$ cat src/rtl/add_seq.sv
// Multi-cycle ripple adder/subtractor: adds CHUNK bits per clock with a registered carry.
// Define ADD_SEQ_SUB_EN to enable subtract mode (sub input); otherwise the block only adds.
`timescale 1ns/1ps
module add_seq #(
   parameter int unsigned WIDTH = 16,
   parameter int unsigned CHUNK = 4
) (
   input  logic             clk,
   input  logic             rst,
   input  logic             start,
   input  logic [WIDTH-1:0] a,
   input  logic [WIDTH-1:0] b,
   input  logic             cin,
   input  logic             sub,
   output logic [WIDTH-1:0] sum,
   output logic             cout,
   output logic             ovf,
   output logic             zero,
   output logic             busy,
   output logic             done
);

   localparam int unsigned N  = WIDTH / CHUNK;
   localparam int unsigned CW = (N > 1) ? $clog2(N) : 1;

   typedef enum logic [1:0] {StIdle, StRun, StDone} state_e;

   state_e           state_q, state_d;
   logic [WIDTH-1:0] a_q, a_d, b_q, b_d, acc_q, acc_d, sum_q, sum_d;
   logic             carry_q, carry_d, cout_q, cout_d, ovf_q, ovf_d, zero_q, zero_d;
   logic [CW-1:0]    cnt_q, cnt_d;

   logic [CHUNK-1:0] a_chunk, b_chunk, res_chunk;
   logic             chunk_cout;
   logic [WIDTH-1:0] b_in;
   logic             carry_in;
   logic             last;

`ifdef ADD_SEQ_SUB_EN
   assign b_in     = sub ? ~b : b;
   assign carry_in = sub ? 1'b1 : cin;
`else
   logic unused_sub;
   assign unused_sub = sub;
   assign b_in       = b;
   assign carry_in   = cin;
`endif

   assign last = (cnt_q == CW'(N - 1));

   always_comb begin
      state_d = state_q;
      a_d     = a_q;
      b_d     = b_q;
      acc_d   = acc_q;
      sum_d   = sum_q;
      carry_d = carry_q;
      cout_d  = cout_q;
      ovf_d   = ovf_q;
      zero_d  = zero_q;
      cnt_d   = cnt_q;
      a_chunk = '0;
      b_chunk = '0;

      // Constant-index mux keeps the chunk select clean for any N, including N = 1.
      for (int k = 0; k < int'(N); k++) begin
         if (cnt_q == CW'(k)) begin
            a_chunk = a_q[k*CHUNK +: CHUNK];
            b_chunk = b_q[k*CHUNK +: CHUNK];
         end
      end

      {chunk_cout, res_chunk} = {1'b0, a_chunk} + {1'b0, b_chunk} + {{CHUNK{1'b0}}, carry_q};

      case (state_q)
         StIdle, StDone: begin
            if (start) begin
               state_d = StRun;
               a_d     = a;
               b_d     = b_in;
               carry_d = carry_in;
               cnt_d   = '0;
            end else begin
               state_d = StIdle;
            end
         end
         StRun: begin
            for (int k = 0; k < int'(N); k++) begin
               if (cnt_q == CW'(k)) acc_d[k*CHUNK +: CHUNK] = res_chunk;
            end
            carry_d = chunk_cout;
            cnt_d   = cnt_q + CW'(1);
            if (last) begin
               state_d = StDone;
               cnt_d   = '0;
               sum_d   = acc_d;
               cout_d  = chunk_cout;
               // Same-sign operands giving an opposite-sign result == carry-in xor carry-out of MSB.
               ovf_d   = (a_q[WIDTH-1] == b_q[WIDTH-1]) && (acc_d[WIDTH-1] != a_q[WIDTH-1]);
               zero_d  = (acc_d == '0);
            end
         end
         default: state_d = StIdle;
      endcase
   end

   always_ff @(posedge clk or posedge rst) begin
      if (rst) begin
         state_q <= StIdle;
         a_q     <= '0;
         b_q     <= '0;
         acc_q   <= '0;
         sum_q   <= '0;
         carry_q <= 1'b0;
         cout_q  <= 1'b0;
         ovf_q   <= 1'b0;
         zero_q  <= 1'b0;
         cnt_q   <= '0;
      end else begin
         state_q <= state_d;
         a_q     <= a_d;
         b_q     <= b_d;
         acc_q   <= acc_d;
         sum_q   <= sum_d;
         carry_q <= carry_d;
         cout_q  <= cout_d;
         ovf_q   <= ovf_d;
         zero_q  <= zero_d;
         cnt_q   <= cnt_d;
      end
   end

   assign sum  = sum_q;
   assign cout = cout_q;
   assign ovf  = ovf_q;
   assign zero = zero_q;
   assign busy = (state_q == StRun);
   assign done = (state_q == StDone);

endmodule

$ cat config.mk
export PLATFORM = sky130hd
export DESIGN_NAME = add_seq
export DESIGN_NICKNAME = d
export VERILOG_FILES = /design/src/rtl/add_seq.sv
export SDC_FILE = /design/constraint.sdc
export NUM_CORES = 1
export LEC_CHECK = 0
export CORE_MARGIN = 10
export CORE_UTILIZATION = 47
export DETAILED_ROUTE_END_ITERATION = 12
export PLACE_DENSITY = 0.76
export SYNTH_ARGS = -nofsm -noshare
export SYNTH_HDL_FRONTEND = slang
export SYNTH_SLANG_ARGS = --single-unit
$ cat constraint.sdc
create_clock -name clk -period 2.65 [get_ports clk]
set_input_delay 0.265 -clock clk [delete_from_list [all_inputs] [get_ports clk]]
set_output_delay 0.265 -clock clk [all_outputs]
set_load 0.03 [all_outputs]
* After elaboration in Yosys (flattened, before gate mapping) *
Index checks and enable logic that the tools add are counted.

word-level totals
  flip-flop bits (word level) = 72

operators by class
  add/subtract/negate cells = 3
  equality and inequality tests = 9
  multiplexer cells = 24
  reductions and logical operators = 9

operators with widths
  cell                                                                   count
  4-bit two-way mux                                                      16
  16-bit zero test                                                       1
  2-bit one-hot mux with 2 select lines                                  2
  2-bit equality test, second input constant                             3
  2-bit two-way mux                                                      3
  2-bit AND reduction                                                    3
  4-bit by 4-bit adder with 5-bit output                                 1
  5-bit by 1-bit adder with 5-bit output                                 1
  2-bit by 1-bit equality test with 1-bit output, second input constant  2
  2-bit zero test                                                        2
  2-bit by 1-bit adder with 2-bit output, second input constant          1
  1-bit two-way mux                                                      2
  2-bit by 1-bit != test with 1-bit output, second input constant        1
  2-bit != test, second input constant                                   1
  1-bit one-hot mux with 2 select lines                                  1
  2-bit nonzero test                                                     1
  2-bit OR reduction                                                     1
  1-bit equality test                                                    1
  1-bit logical AND                                                      1
  1-bit != test                                                          1

* Logic depth before layout (Yosys ltp) *
  word-level depth = 11
  depth in mapped cells = 14
  mapped depth without buffers = 13

* Least setup slack after synthesis *
OpenSTA, ideal clock, no wires.

  path type = register to register
  start point = register cnt_q[0]
  end point = register zero_q (netlist: zero)
  arrival = 2.829 ns
  required time = 2.586 ns
  setup slack = -0.243 ns
  cell stages (with the launch flop) = 15
  path buffers = 1
  period minus slack after synthesis = 2.893 ns
  path through = dfrtp_1 inv_1 ha_1 buf_2 nand3b_1 a21oi_1 a21oi_1 o21ai_0 fa_1 inv_1 fa_1 xor2_1 o2111ai_1 a2111oi_2 a21o_1

between the ends
  word-level cells in the longest chain between the ends = 10
  elaborated cells on any way between the ends = 24
  those cells by class = 2 x add/sub; 3 x eq/ne; 16 x mux; 3 x reduce/logical

ends and longest elaborated chain
  element                                 RTL line  source
  from (decl)                             31        logic [CW-1:0] cnt_q, cnt_d;
  from (signal assigned)                  129       cnt_q <= cnt_d;
  2-bit zero test                         67, 89
  4-bit two-way mux (4 in series)         67        if (cnt_q == CW'(k)) begin
  4-bit by 4-bit adder with 5-bit output  73        {chunk_cout, res_chunk} = {1'b0, a_chunk} + {1'b0, b_chunk} + {{CHUNK{1'b0}}, carry_q};
  5-bit by 1-bit adder with 5-bit output  73
  4-bit two-way mux                       89        if (cnt_q == CW'(k)) acc_d[k*CHUNK +: CHUNK] = res_chunk;
  4-bit two-way mux                       75        case (state_q)
  16-bit zero test                        100       zero_d = (acc_d == '0);
  to (signal assigned)                    128       zero_q <= zero_d;
  to (decl)                               30        logic carry_q, carry_d, cout_q, cout_d, ovf_q, ovf_d, zero_q, zero_d;

Parallel ways exist; a longest one is shown, timed or not. The select of a mux whose other input is x is not followed.
A chain may end at the register's enable or synchronous reset.

* Worst setup path after layout *
Ends and elaborated chain as after synthesis.

==> results.toml <==
[sta]
tightest_slew_ps = 422
slew_headroom_pct = 71.8
fmax_mhz = 364
layout_min_cycle_time_ps = 2740
setup_slack_ps = -94.9
maxSlewViolCount = 0
timing.final.crit_share_pct = 104
setup_viol = 9
fin_hold_ws_ps = 304
finalHoldViolCount = 0
rsz0062_at_grt = "yes"
fin_skew_ps = 9.70

[grt]
antenna_found_initial = 0
overflow = 0
grt_pass1_vias = 2600
grt_max_degree = 69
grtUsageTotal_pct = 14.1
grt_pass1_wl_mm = 11.7

[floorplan]
initial_core_util_pct = 49.0
ios = 58
die_h_microns = 102
fp-row-count = 29
die-area_sq_um = 10400
chipWidth_microns = 102
coreArea_sq_um = 6460

[final_layout]
design_area_sq_um = 4380
diodes = 0
fin_cells = 454
area_delta_synth_final_pct = 38.2
register_area_sq_um = 1700
multi_input_area_sq_um = 1470
fin_nets = 418
drive_gt1_share_pct = 27.1
fill_cells = 503

[drt]
route.detailed.drc = 0
drt.antenna.violating_nets = 0
first_pass_iters = 4
wl_per_cell_microns = 16.2
vias = 2454
via_per_inst = 5.41
drt-initial-drc-count = 94
routed_wl_mm = 7.34

[job]
cap_violations = 0

[run_status]
status = "finished with violations"
violations = "negative setup slack"

[worst_setup_path]
reg2reg_from = "cnt_q[0]"
cp-start-kind = "flip-flop"
worst_path_most_repeated_cell = "a21o_1"
cp_cell_sequence = "buf_6 > ha_4 > buf_8 > a221oi_2 > nor3_2 > a21o_1 > ha_1 > a211o_1 > a21o_1 > a2111oi_2 > a21o_1"
startpoint = "cnt_q[0]"
cp_data_required_time_ps = 2940
path_class = "reg -> reg"
crit_slowest_cell = "dfrtp_1"
critPathCaptureType = "flip-flop"
critPathMaxStageDelay_ps = 390
worst_ep_arrival_time_ps = 3040
worstPathMaxFanout = 6

[logic_synthesis]
ys_seq_area_share_pct = 53.8
synth-edff-count = 0
syn_nets = 337
yosys_warnings = 0
synth_cells = 291
synth_flop_cell = "dfrtp_1"
synth_seq_cells = 68
syn_avg_cell_area_sq_um = 10.9
async_reset_ff_share_pct = 100
ys_types = 36
synth_area_sq_um = 3170

[placed_design]
port_buffers = 56
pre_cts_ws_ps = -195
place_inst = 435
dpl.hpwl_mm = 5.21
post_dp_cell_area_sq_um = 3990
gp_congestion = 0.815

[cts]
cts_root_buf = "clkbuf_8"
clk_pin_slew_worst_paths_ps = 70
cts_tree = "done"
cts_buffers = 9
cts-htree-levels = 3
clock_latency_ps = 360
cts.sink_count = 68
cts_hold_buffers = 0
ctsLongestPathBuffers = 2

[min_path]
hp-class = "in -> async"
==> per-layer routing <==
layer	GRT usage, %	up-vias	part of all wire, %	wire length, microns
li1	-	1184	-	-
met5	0	-	0	0
met4	5.97	0	2.0	146
met2	24.5	69	50	3690
met3	4.52	13	6.2	454
met1	15.6	1188	41	3040
==> cell usage in the layout (no fill, tap or decap), types with 5 or more instances in the layout <==
cell type         n
dfrtp_1          68
clkdlybuf4s50_1  56
nand2_1          48
mux2_2           32
o21ai_0          25
buf_4            23
a21oi_1          16
clkbuf_8         12
mux2i_1           9
o21ai_1           8
nand3b_1          6
inv_1             5
nor2b_1           5
==> state kept, by name (all words and copies together), names as in the netlist <==
register,count
b_q,16
cout,1
a_q,16
state_q,2
ovf,1
carry_q,1
zero,1
sum,16
acc_q,12
cnt_q,2
==> area by class of cell <==
class	count	area share [%]
sequential	68	38.9
timing repair buffer	85	19.1
multi-input combinational	199	33.7
inverter	9	0.772
clock buffer	12	3.77
clock inverter	4	1.60
tap	77	2.20
==> kinds of logic after synthesis <==
group | synth area share (%)
buffers and inverters | 3.12
AOI/OAI and AO/OA | 12.8
muxes | 14.2
DFF | 53.8
adders and majority gates | 4.03
xor gates and xnor gates | 0.553
and+or+nand+nor | 11.5
==> cell usage after synthesis, drive strengths merged (2+ instances only) <==
cell | instances | area share, %
mux2 | 32 | 11
nand3b | 7 | 1.8
inv | 9 | 1.1
dfrtp | 68 | 54
a21oi | 18 | 2.8
clkbuf | 6 | 0.71
nand2 | 49 | 5.8
nand3 | 2 | 0.32
o21ai | 35 | 5.5
nor3 | 2 | 0.32
fa | 2 | 1.3
ha | 7 | 2.8
nor4 | 3 | 0.59
nor2b | 6 | 1.2
buf | 9 | 1.3
nor2 | 3 | 0.36
a221oi | 2 | 0.55
a21o | 6 | 1.5
nor3b | 3 | 0.71
mux2i | 9 | 2.8
==> per-stage QoR <==
| stage | TNS (ps) | utilization [%] |
|---|---|---|
| 6_report | -230 | 67.7 |
| 5_1_grt | -2550 | 67.7 |
| 4_1_cts | -125 | 66.2 |
| 3_5_place_dp | -1390 | 61.8 |
| 3_3_place_gp | -327 | 61.8 |
| 2_1_floorplan | 0 | - |
==> worst max-delay path, delay by kind of cell, from the launching register on <==
family | cells | cell delay [ps]
simple gates | 1 | 80
flops | 1 | 390
buf+inv | 2 | 260
fa+ha+maj | 2 | 460
compound gates | 6 | 1510
==> worst paths after layout <==
check | end | slack, ps | depth (start not counted)
worst max-delay path | zero | -90 | 11
worst min-delay path | b_q[13] | 300 | 3
worst max register to register | zero | -90 | 11
worst min register to register | sum[8] | 480 | 2
max in group asynchronous | cnt_q[1] | 2060 | 3
min in group clk | sum[8] | 480 | 2
==> timing repair <==
action,in CTS,in global routing
cloned,0,1
resized for setup,9,24
buffers inserted,1,2
pin swaps,0,6
setup endpoints to repair,17,24
Power is left out: the tool's default activity adds up to more than one toggle a clock period on the data nets, which glitch-free logic cannot reach.
